$ cat config.mk
export PLATFORM = sky130hd
export DESIGN_NAME = mm_result_drain
export DESIGN_NICKNAME = d
export VERILOG_FILES = /design/src/rtl/mm_result_drain.sv
export SDC_FILE = /design/constraint.sdc
export NUM_CORES = 1
export LEC_CHECK = 0
export BUFFER_PORTS_ARGS = -buffer_cell sky130_fd_sc_hd__buf_2
export CORE_MARGIN = 4
export CORE_UTILIZATION = 42
export DETAILED_ROUTE_END_ITERATION = 7
export GPL_TIMING_DRIVEN = 1
export PLACE_DENSITY_LB_ADDON = 0.1
export SLEW_MARGIN = 20
export SYNTH_ARGS = -nofsm -noshare
export SYNTH_HDL_FRONTEND = slang
export SYNTH_SLANG_ARGS = --single-unit
$ cat constraint.sdc
create_clock -name clk -period 1.6 [get_ports clk]
set_input_delay 0 -clock clk [delete_from_list [all_inputs] [get_ports clk]]
set_output_delay 0 -clock clk [all_outputs]
set_load 0.05 [all_outputs]
$ cat src/rtl/mm_result_drain.sv
// ---------------------------------------------------------------------------
// mm_result_drain
//
// Read-out end of the matrix-multiply result path. A one-cycle start request
// snapshots the flattened M_DIM x N_DIM accumulator matrix C. The block then
// streams the snapshot one element at a time, row-major, over a valid/ready
// port. Each element is width-reduced from ACCUM_WIDTH to OUT_WIDTH.
//
// Build option:
//   MM_DRAIN_SAT_EN  defined   -> each element saturates to the signed
//                                 OUT_WIDTH range
//                    undefined -> each element keeps its low OUT_WIDTH bits
//                                 (two's-complement wrap)
//
// Ports:
//   clk               rising-edge clock
//   rst               asynchronous reset, active high
//   op_start_drain    one-cycle start request (ignored while streaming)
//   matrix_c_flat_in  C; element (m,n) at [(m*N_DIM+n)*ACCUM_WIDTH +: ACCUM_WIDTH]
//   m_valid/m_ready   stream handshake
//   m_data            width-reduced signed element
//   m_row/m_col       index of the element on m_data
//   m_last            marks element (M_DIM-1, N_DIM-1)
//   op_busy_drain     high from capture through the final handshake
//   op_done_drain     one-cycle pulse after the final handshake
// ---------------------------------------------------------------------------

// Per-element width reduction. The drain instantiates one of these for every
// element, so the buffer only ever holds OUT_WIDTH-wide values.
module mm_drain_lane #(
    parameter int ACCUM_WIDTH = 32,
    parameter int OUT_WIDTH   = 16
) (
    input  logic [ACCUM_WIDTH-1:0] acc,
    output logic [OUT_WIDTH-1:0]   q
);
    generate
        if (OUT_WIDTH == ACCUM_WIDTH) begin : g_pass
            assign q = acc;
        end else begin : g_reduce
`ifdef MM_DRAIN_SAT_EN
            // The value fits in OUT_WIDTH signed bits exactly when the
            // discarded bits and the new sign bit all match.
            localparam int HB = ACCUM_WIDTH - OUT_WIDTH + 1;
            logic [HB-1:0] hi;
            logic          fits;
            assign hi   = acc[ACCUM_WIDTH-1 -: HB];
            assign fits = (hi == '0) || (hi == '1);
            always_comb begin
                if (fits)
                    q = acc[OUT_WIDTH-1:0];
                else if (acc[ACCUM_WIDTH-1])
                    q = {1'b1, {(OUT_WIDTH-1){1'b0}}};
                else
                    q = {1'b0, {(OUT_WIDTH-1){1'b1}}};
            end
`else
            // Wrap mode discards the upper bits.
            logic unused_hi;
            assign unused_hi = ^acc[ACCUM_WIDTH-1:OUT_WIDTH];
            assign q         = acc[OUT_WIDTH-1:0];
`endif
        end
    endgenerate
endmodule

module mm_result_drain #(
    parameter int ACCUM_WIDTH = 32,
    parameter int OUT_WIDTH   = 16,
    parameter int M_DIM       = 2,
    parameter int N_DIM       = 2,
    localparam int RW = (M_DIM > 1) ? $clog2(M_DIM) : 1,
    localparam int CW = (N_DIM > 1) ? $clog2(N_DIM) : 1
) (
    input  logic                               clk,
    input  logic                               rst,
    input  logic                               op_start_drain,
    input  logic [M_DIM*N_DIM*ACCUM_WIDTH-1:0] matrix_c_flat_in,
    output logic                               m_valid,
    input  logic                               m_ready,
    output logic [OUT_WIDTH-1:0]               m_data,
    output logic [RW-1:0]                      m_row,
    output logic [CW-1:0]                      m_col,
    output logic                               m_last,
    output logic                               op_busy_drain,
    output logic                               op_done_drain
);
    localparam int NUM_EL = M_DIM * N_DIM;
    localparam int IW     = (NUM_EL > 1) ? $clog2(NUM_EL) : 1;

    localparam logic [RW-1:0] ROW_LAST = RW'(M_DIM - 1);
    localparam logic [CW-1:0] COL_LAST = CW'(N_DIM - 1);
    localparam logic [IW-1:0] IDX_LAST = IW'(NUM_EL - 1);

    typedef enum logic {
        S_IDLE   = 1'b0,
        S_STREAM = 1'b1
    } state_t;

    state_t state_q, state_d;

    // The flat index selects from the buffer. Row and column are kept as
    // separate counters so the index outputs never need a divider.
    logic [IW-1:0] idx_q, idx_d;
    logic [RW-1:0] row_q, row_d;
    logic [CW-1:0] col_q, col_d;
    logic          done_q, done_d;
    logic          cap_en;
    logic          at_last;

    logic [NUM_EL-1:0][OUT_WIDTH-1:0] red_in;
    logic [NUM_EL-1:0][OUT_WIDTH-1:0] buf_q;

    // Width reduction runs ahead of the snapshot, so the buffer stores
    // values that are ready to send.
    generate
        for (genvar e = 0; e < NUM_EL; e++) begin : g_lane
            mm_drain_lane #(
                .ACCUM_WIDTH (ACCUM_WIDTH),
                .OUT_WIDTH   (OUT_WIDTH)
            ) u_lane (
                .acc (matrix_c_flat_in[e*ACCUM_WIDTH +: ACCUM_WIDTH]),
                .q   (red_in[e])
            );
        end
    endgenerate

    // The row and column counters move in lockstep with idx_q, so one
    // compare on the flat index detects the final element.
    assign at_last = (idx_q == IDX_LAST);

    always_comb begin
        state_d = state_q;
        idx_d   = idx_q;
        row_d   = row_q;
        col_d   = col_q;
        done_d  = 1'b0;
        cap_en  = 1'b0;
        unique case (state_q)
            S_IDLE: begin
                if (op_start_drain) begin
                    cap_en  = 1'b1;
                    state_d = S_STREAM;
                    idx_d   = '0;
                    row_d   = '0;
                    col_d   = '0;
                end
            end
            S_STREAM: begin
                if (m_ready) begin
                    if (at_last) begin
                        state_d = S_IDLE;
                        done_d  = 1'b1;
                        idx_d   = '0;
                        row_d   = '0;
                        col_d   = '0;
                    end else begin
                        idx_d = idx_q + 1'b1;
                        if (col_q == COL_LAST) begin
                            col_d = '0;
                            row_d = (row_q == ROW_LAST) ? '0 : row_q + 1'b1;
                        end else begin
                            col_d = col_q + 1'b1;
                        end
                    end
                end
            end
            default: state_d = S_IDLE;
        endcase
    end

    always_ff @(posedge clk or posedge rst) begin
        if (rst) begin
            state_q <= S_IDLE;
            idx_q   <= '0;
            row_q   <= '0;
            col_q   <= '0;
            done_q  <= 1'b0;
        end else begin
            state_q <= state_d;
            idx_q   <= idx_d;
            row_q   <= row_d;
            col_q   <= col_d;
            done_q  <= done_d;
        end
    end

    // The snapshot is taken only when a start is accepted from idle. A start
    // that arrives while streaming, or any later change to the input, does
    // not reach the stream.
    always_ff @(posedge clk or posedge rst) begin
        if (rst)
            buf_q <= '0;
        else if (cap_en)
            buf_q <= red_in;
    end

    // The stream outputs are gated by m_valid. This keeps them at zero in
    // idle, and they hold steady during a stall because only a handshake
    // moves idx_q.
    assign m_valid       = (state_q == S_STREAM);
    assign m_data        = m_valid ? buf_q[idx_q] : '0;
    assign m_row         = m_valid ? row_q : '0;
    assign m_col         = m_valid ? col_q : '0;
    assign m_last        = m_valid & at_last;
    assign op_busy_drain = m_valid;
    assign op_done_drain = done_q;

endmodule

==> results.md, run 1 <==
* Failing checks: negative setup slack
* Period utilisation layout at 108.6%
* Max-Cap Viols at 0
* Post-Syn Nets at 335
* Number of synthesized flops with an enable pin at 0
* Clk_lat worst skew at 0.34 ns
* Number of port buffers at 89
* WHS at 0.02750 ns
* Clock Skew at 0.002654 ns
* YS warnings at 0
* Min-Delay Endpoint: idx_q[1]
* H-tree Lvls at 3
* IO Count at 154
* # diodes at 0
* Routed vias at 2306
* Die height at 96.20 um
* Syn Area/Cell at 16.25 um2
* DRT Wirelength at 7626 um
* Share of the synthesized area in the top cell type at 53.62%
* Top post-synthesis cells by area: dfrtp_1 (54%), mux2_2 (22%), mux4_1 (11%), and2_1 (3.6%), buf_6 (2.4%)
* CTS buffer count at 9
* Synth Instances at 201
* CP peak stage delay at 0.52 ns
* Worst setup SP type: flip-flop
* Area growth, synth to finish at 49.29%
* Post-synthesis xor/xnor area fraction at 0%
* Critical-path top delay cell: mux4_2
* Synth Area in Compound Gates at 1.340%
* CP Class: reg -> out
* All-Layer GR Usage at 18.00%
* Hold path start: m_ready
* Stages on worst setup path at 4
* R2R cell count at 6
* Drt drc at 0
* Reg-to-Reg Start: idx_q[0]
* Max Fclk at 575.3 MHz
* RSZ-0062 raised after global routing: yes
* # setup viols final at 16
* Num rows at 31
* CP Capture Type: output pin
* First-pass GRT wire length at 12480 um
* Final setup margin at -0.1381 ns
* Flops & latches, synth at 70
* Lkg Pwr at 2.190 nW
* Pin count of the biggest net entering global routing at 37
* Relative slew slack at 65.44%
* CTS root buf: clkbuf_8
* Layout cells sized above 1 at 58.92%
* Clk sink count at 70
* Hold Vio Cnt, Final at 0
* Worst Hold Depth at 2
* Die area at 9253 um2
* HPWL after detailed placement at 4590 um
* Status: complete, but fails checks
* CTS tree: done
* Biggest area consumer among synthesized cells: dfrtp_1
* Reg2reg end: row_q
* Worst reg2reg setup slack at 0.12 ns
* Layout fillers at 570
* Cell area after synthesis at 3267 um2
* Delay-heaviest family, CP: multiplexers
* Ys async rst share at 100.0%
* Worst endpoint required time at 1.60 ns
* CP Cell Sequence: buf_6 > mux4_2 > and2_4 > buf_8
* CTS clk-pin slew, worst paths at 0.07 ns
* Placed cell count at 385
* Most used DFF post-synth: dfrtp_1
* Core Footprint at 7408 um2
* Buf/Inv on CP at 2
* Peak supply drop at 0.001459 V
* Layout Cells excl Fill at 469
* Drt initial violations at 67
* GPL Wtd Cong at 0.7251
* Arrival @ worst endpoint at 1.74 ns
* Pwr/cell area at 2227 nW/um2
* Final Slew Violations at 0
* Sequential area share after synthesis at 53.62%
* Antenna viol nets, final at 0
* Worst Path Max Fanout at 7
* Layout Nets at 499
* Vias in the first global route at 2488
* Main combinational cell family by area after synthesis: multiplexers
* Starting Density at 44.10%
* Vias per inst at 4.917
* Synth Area in Adders at 0.7660%
* Yosys cell types at 22
* Simple-Gate Fraction of Synth Area at 4.826%
* Post-route minimum period at 1.738 ns
* Initial antenna violation count at 0
* Hold crit path type: in -> reg
* Worst-Margin Slew at 0.5173 ns
* Drt pass-1 iters at 4
* Mux cell area share after synthesis at 35.31%
* WL/cell at 16.26 um
* Pwr Total at 0.01086 W
* Deepest clock path buffer count at 2
* Die Wd at 96.20 um
* Gr ovfl total at 0
==> layer usage <==
layer	global-route usage [%]	routed length [um]	vias up
li1	-	-	1067
met1	22.41	3253	1164
met2	30.59	3853	63
met3	5.708	430	12
met4	4.028	89	0
met5	0	0	-
==> flip-flops by register name (all words and copies together), names as in the netlist <==
name,cells
col_q,1
op_done_drain,1
row_q,1
idx_q,2
m_valid,1
buf_q,64
==> report_power, final <==
part	internal (W)	leakage (nW)	switching, W
Sequential	0.00265	0.842	0.000475
Combinational	0.00317	1.24	0.00299
Clock	0.000914	0.108	0.000660
Total	0.00673	2.19	0.00413
==> worst register-to-register path, delay by kind of cell, from the launching register on <==
kind	cells	cell delay [ns]
AOI/OAI and AO/OA	2	0.43
DFF	1	0.41
adders and majority gates	1	0.16
buffers and inverters	2	0.31
and+or+nand+nor	1	0.07
==> cell usage in the layout (no fill, tap or decap), drive strengths merged <==
cell type,n
clkbuf,10
nor2b,1
and3,1
dfrtp,70
mux2,64
nor2,3
clkinvlp,3
mux4,16
nor4b,1
ha,2
bufinv,2
clkinv,2
a32o,2
a221o,1
o21ai,1
a22o,1
and2,19
mux2i,2
buf,102
nand2b,1
dlygate4sd3,66
==> what timing repair did <==
item / in CTS / in global routing
gates cloned: 0 / 0
hold endpoints to repair: 85 / 0
resized for setup: 66 / 7
pin swaps: 0 / 0
endpoints found under the setup margin: 16 / 19
setup buffers: 2 / 0
hold buffers: 66 / 0
==> metrics by stage <==
stage	setup slack [ns]	utilization [%]	TNS, ns	instance area (um2)
final	-0.1381	65.83	-1.603	4877
after global routing	-0.2075	65.83	-2.840	4877
after CTS	-0.1616	65.56	-2.026	4857
after detailed placement	0.1283	51.97	0	3850
after global placement	0.1591	51.97	0	3850
after floorplan	0.01803	-	0	3272
==> worst max path at each step <==
stage                end     start  slack [ns]
2_1_floorplan   buf_q[0]   m_valid        0.02
3_3_place_gp   m_data[5]  idx_q[0]        0.16
3_5_place_dp   m_data[5]  idx_q[0]        0.13
4_1_cts        m_data[2]  idx_q[0]       -0.16
5_1_grt        m_data[2]  idx_q[0]       -0.21
6_report       m_data[2]  idx_q[0]       -0.14
==> cell usage after synthesis (2+ instances only) <==
cell type,n
a32o_1,2
and2_1,19
buf_2,3
buf_4,2
buf_6,7
clkbuf_1,2
dfrtp_1,70
ha_1,2
mux2_2,64
mux2i_1,2
mux4_1,14
mux4_2,2
nor2_1,3
==> area by class of cell <==
cell class | count | area [um2] | area share, %
sequential | 70 | 1753 | 35.94
timing repair buffer | 168 | 1383 | 28.35
clock inverter | 6 | 85.08 | 1.744
inverter | 1 | 7.507 | 0.1539
clock buffer | 10 | 137.6 | 2.822
tap | 99 | 123.9 | 2.540
multi-input combinational | 115 | 1388 | 28.45
==> logic make-up after synthesis <==
logic type | after synthesis
AO/OA/AOI/OAI | 5
adder cells (fa/ha/maj) | 2
buffers and inverters | 16
flip-flops | 70
multiplexers | 82
AND/OR/NAND/NOR | 26
Power figures use the tool's default switching activity.
==> inputs of run 2 (changes only) <==
--- a/config.mk
+++ b/config.mk
@@ -10,7 +10,9 @@
 export CORE_UTILIZATION = 42
 export DETAILED_ROUTE_END_ITERATION = 7
 export GPL_TIMING_DRIVEN = 1
+export HOLD_SLACK_MARGIN = 0.05
 export PLACE_DENSITY_LB_ADDON = 0.1
+export REMOVE_ABC_BUFFERS = 1
 export SLEW_MARGIN = 20
 export SYNTH_ARGS = -nofsm -noshare
 export SYNTH_HDL_FRONTEND = slang
==> run 2 against run 1 <==
Effect of this change: the run still ends with negative setup slack left; sequential power barely moved; sequential share of layout area fell by 0.43 points; critical path depth did not move; via count rose by 0.22%; cell area rose by 1.2%; cell count rose by 0.85%; non-clock buffer count rose by 4; die area did not move; combinational power rose by 2%; clock skew rose by 0.0061 ns; core utilization rose by 0.79 points; largest power group unchanged.
==> results.md, run 2 (synthesis results as in run 1) <==
* CP peak stage delay at 0.50 ns
* Arrival @ worst endpoint at 1.72 ns
* Drt drc at 0
* CTS buffer count at 9
* Antenna viol nets, final at 0
* Peak supply drop at 0.001012 V
* Pwr Total at 0.01100 W
* Delay-heaviest family, CP: multiplexers
* Die Wd at 96.20 um
* First-pass GRT wire length at 12030 um
* Num rows at 31
* Layout Nets at 503
* Worst setup SP type: flip-flop
* Final setup margin at -0.1223 ns
* CP Cell Sequence: buf_6 > mux4_2 > and2_4 > buf_6
* Vias per inst at 4.886
* CP Capture Type: output pin
* Worst-Margin Slew at 0.2903 ns
* Hold Vio Cnt, Final at 0
* Setup TNS at -1.546 ns
* Pin count of the biggest net entering global routing at 55
* CP dominant cell by count: buf_6
* All-Layer GR Usage at 17.32%
* Max-Cap Viols at 0
* Deepest clock path buffer count at 2
* Final Slew Violations at 0
* Most frequent cells in the layout: buf_2 (72), dfrtp_1 (69), dlygate4sd3_1 (67)
* Layout cells sized above 1 at 59.63%
* Drt initial violations at 69
* H-tree Lvls at 3
* # diodes at 0
* CTS root buf: clkbuf_8
* CP Class: reg -> out
* Routed vias at 2311
* GPL Wtd Cong at 0.6449
* Number of port buffers at 89
* # setup viols final at 16
* Worst Path Max Fanout at 5
* Post-route minimum period at 1.722 ns
* Max FFs per register at 64
* Clk sink count at 70
* Status: complete, but fails checks
* Gr ovfl total at 0
* Largest regs: buf_q (64), idx_q (2)
* Post-layout util at 66.63%
* Layout fillers at 558
* DRT Wirelength at 7514 um
* Failing checks: negative setup slack
* Hold crit path type: in -> async
* Critical-path top delay cell: mux4_2
* CTS tree: done
* Drt pass-1 iters at 5
* CTS clk-pin slew, worst paths at 0.07 ns
* Initial antenna violation count at 0
* Max Fclk at 580.6 MHz
* WHS at 0.2497 ns
* Period utilisation layout at 107.6%
* Worst endpoint required time at 1.60 ns
* Largest Register: buf_q
* Clk_lat worst skew at 0.34 ns
* Buf/Inv on CP at 2
* Most common cell after layout, fill and taps aside: buf_2
* Lkg Pwr at 2.223 nW
* Starting Density at 44.10%
* Clock Skew at 0.008764 ns
* Die area at 9253 um2
* Vias in the first global route at 2504
* Area growth, synth to finish at 51.09%
* Relative slew slack at 80.64%
* WL/cell at 15.89 um
* Die height at 96.20 um
* IO Count at 154
* RSZ-0062 raised after global routing: yes
* Pwr/cell area at 2228 nW/um2
* HPWL after detailed placement at 4532 um
* Core Footprint at 7408 um2
[run 2: changes by cell type in the layout (fill, tap and decap cells not counted)]
cell	before	now
o21ai_2	0	1
buf_12	4	5
o21ai_1	1	0
nor4b_1	1	0
dlygate4sd3_1	66	67
buf_6	21	19
nor4b_2	0	1
buf_4	4	6
clkinvlp_4	3	2
inv_2	0	1
buf_8	1	3
[run 2: per-stage QoR]
step	instances	cell area (um2)	worst slack, ns
final	473	4936	-0.1223
after global routing	473	4936	-0.1929
after CTS	473	4900	-0.1514
after detailed placement	384	3850	0.06306
after global placement	384	3850	0.1056
after floorplan	186	3136	-2.919
[run 2: layer usage]
| metal | part of all wire [%] | routed length (um) | vias to the layer above | global-route usage [%] |
|---|---|---|---|---|
| li1 | - | - | 1073 | - |
| met1 | 41 | 3103 | 1161 | 21.38 |
| met2 | 52 | 3901 | 66 | 29.33 |
| met3 | 5.4 | 409 | 11 | 4.769 |
| met4 | 1.3 | 100 | 0 | 5.569 |
| met5 | 0 | 0 | - | 0 |
[run 2: worst paths after layout]
| path | from | end | slack [ns] | cells after the start |
|---|---|---|---|---|
| worst max-delay path | idx_q[1] | m_data[0] | -0.12 | 4 |
| worst min register to register | buf_q[34] | buf_q[34] | 0.50 | 1 |
| worst max register to register | idx_q[0] | row_q | 0.12 | 6 |
| max in group asynchronous | rst | idx_q[0] | 1.07 | 4 |
| min in group clk | matrix_c_flat_in[34] | buf_q[18] | 0.42 | 3 |
| worst min-delay path | rst | buf_q[24] | 0.25 | 4 |
[run 2: power breakdown]
| part | total (W) | switching, W | leakage (nW) | internal, W |
|---|---|---|---|---|
| registers | 0.00314 | 0.000492 | 0.841 | 0.00265 |
| logic | 0.00627 | 0.00299 | 1.27 | 0.00328 |
| clock network | 0.00159 | 0.000673 | 0.108 | 0.000914 |
[run 2: area by class of cell]
| cell class | count | area (um2) | area share [%] |
|---|---|---|---|
| flip-flops and latches | 70 | 1753 | 35.51 |
| clock inverters | 6 | 85.08 | 1.724 |
| inverters | 1 | 3.754 | 0.07605 |
| multi-input cells | 115 | 1398 | 28.31 |
| clock buffers | 10 | 137.6 | 2.788 |
| repair buffers | 172 | 1435 | 29.07 |
| well taps | 99 | 123.9 | 2.510 |
[run 2: tightest hold or removal path, stage by stage]
cell and delay [ns]:
dlygate4sd3_1 0.53, buf_2 0.12, inv_2 0.07, buf_4 0.23
[run 2: what timing repair did]
action	in CTS	in global routing
buffers inserted	6	0
resized for setup	70	8
hold endpoints to repair	138	0
endpoints found under the setup margin	16	20
hold buffers	67	0
pin swaps	0	1
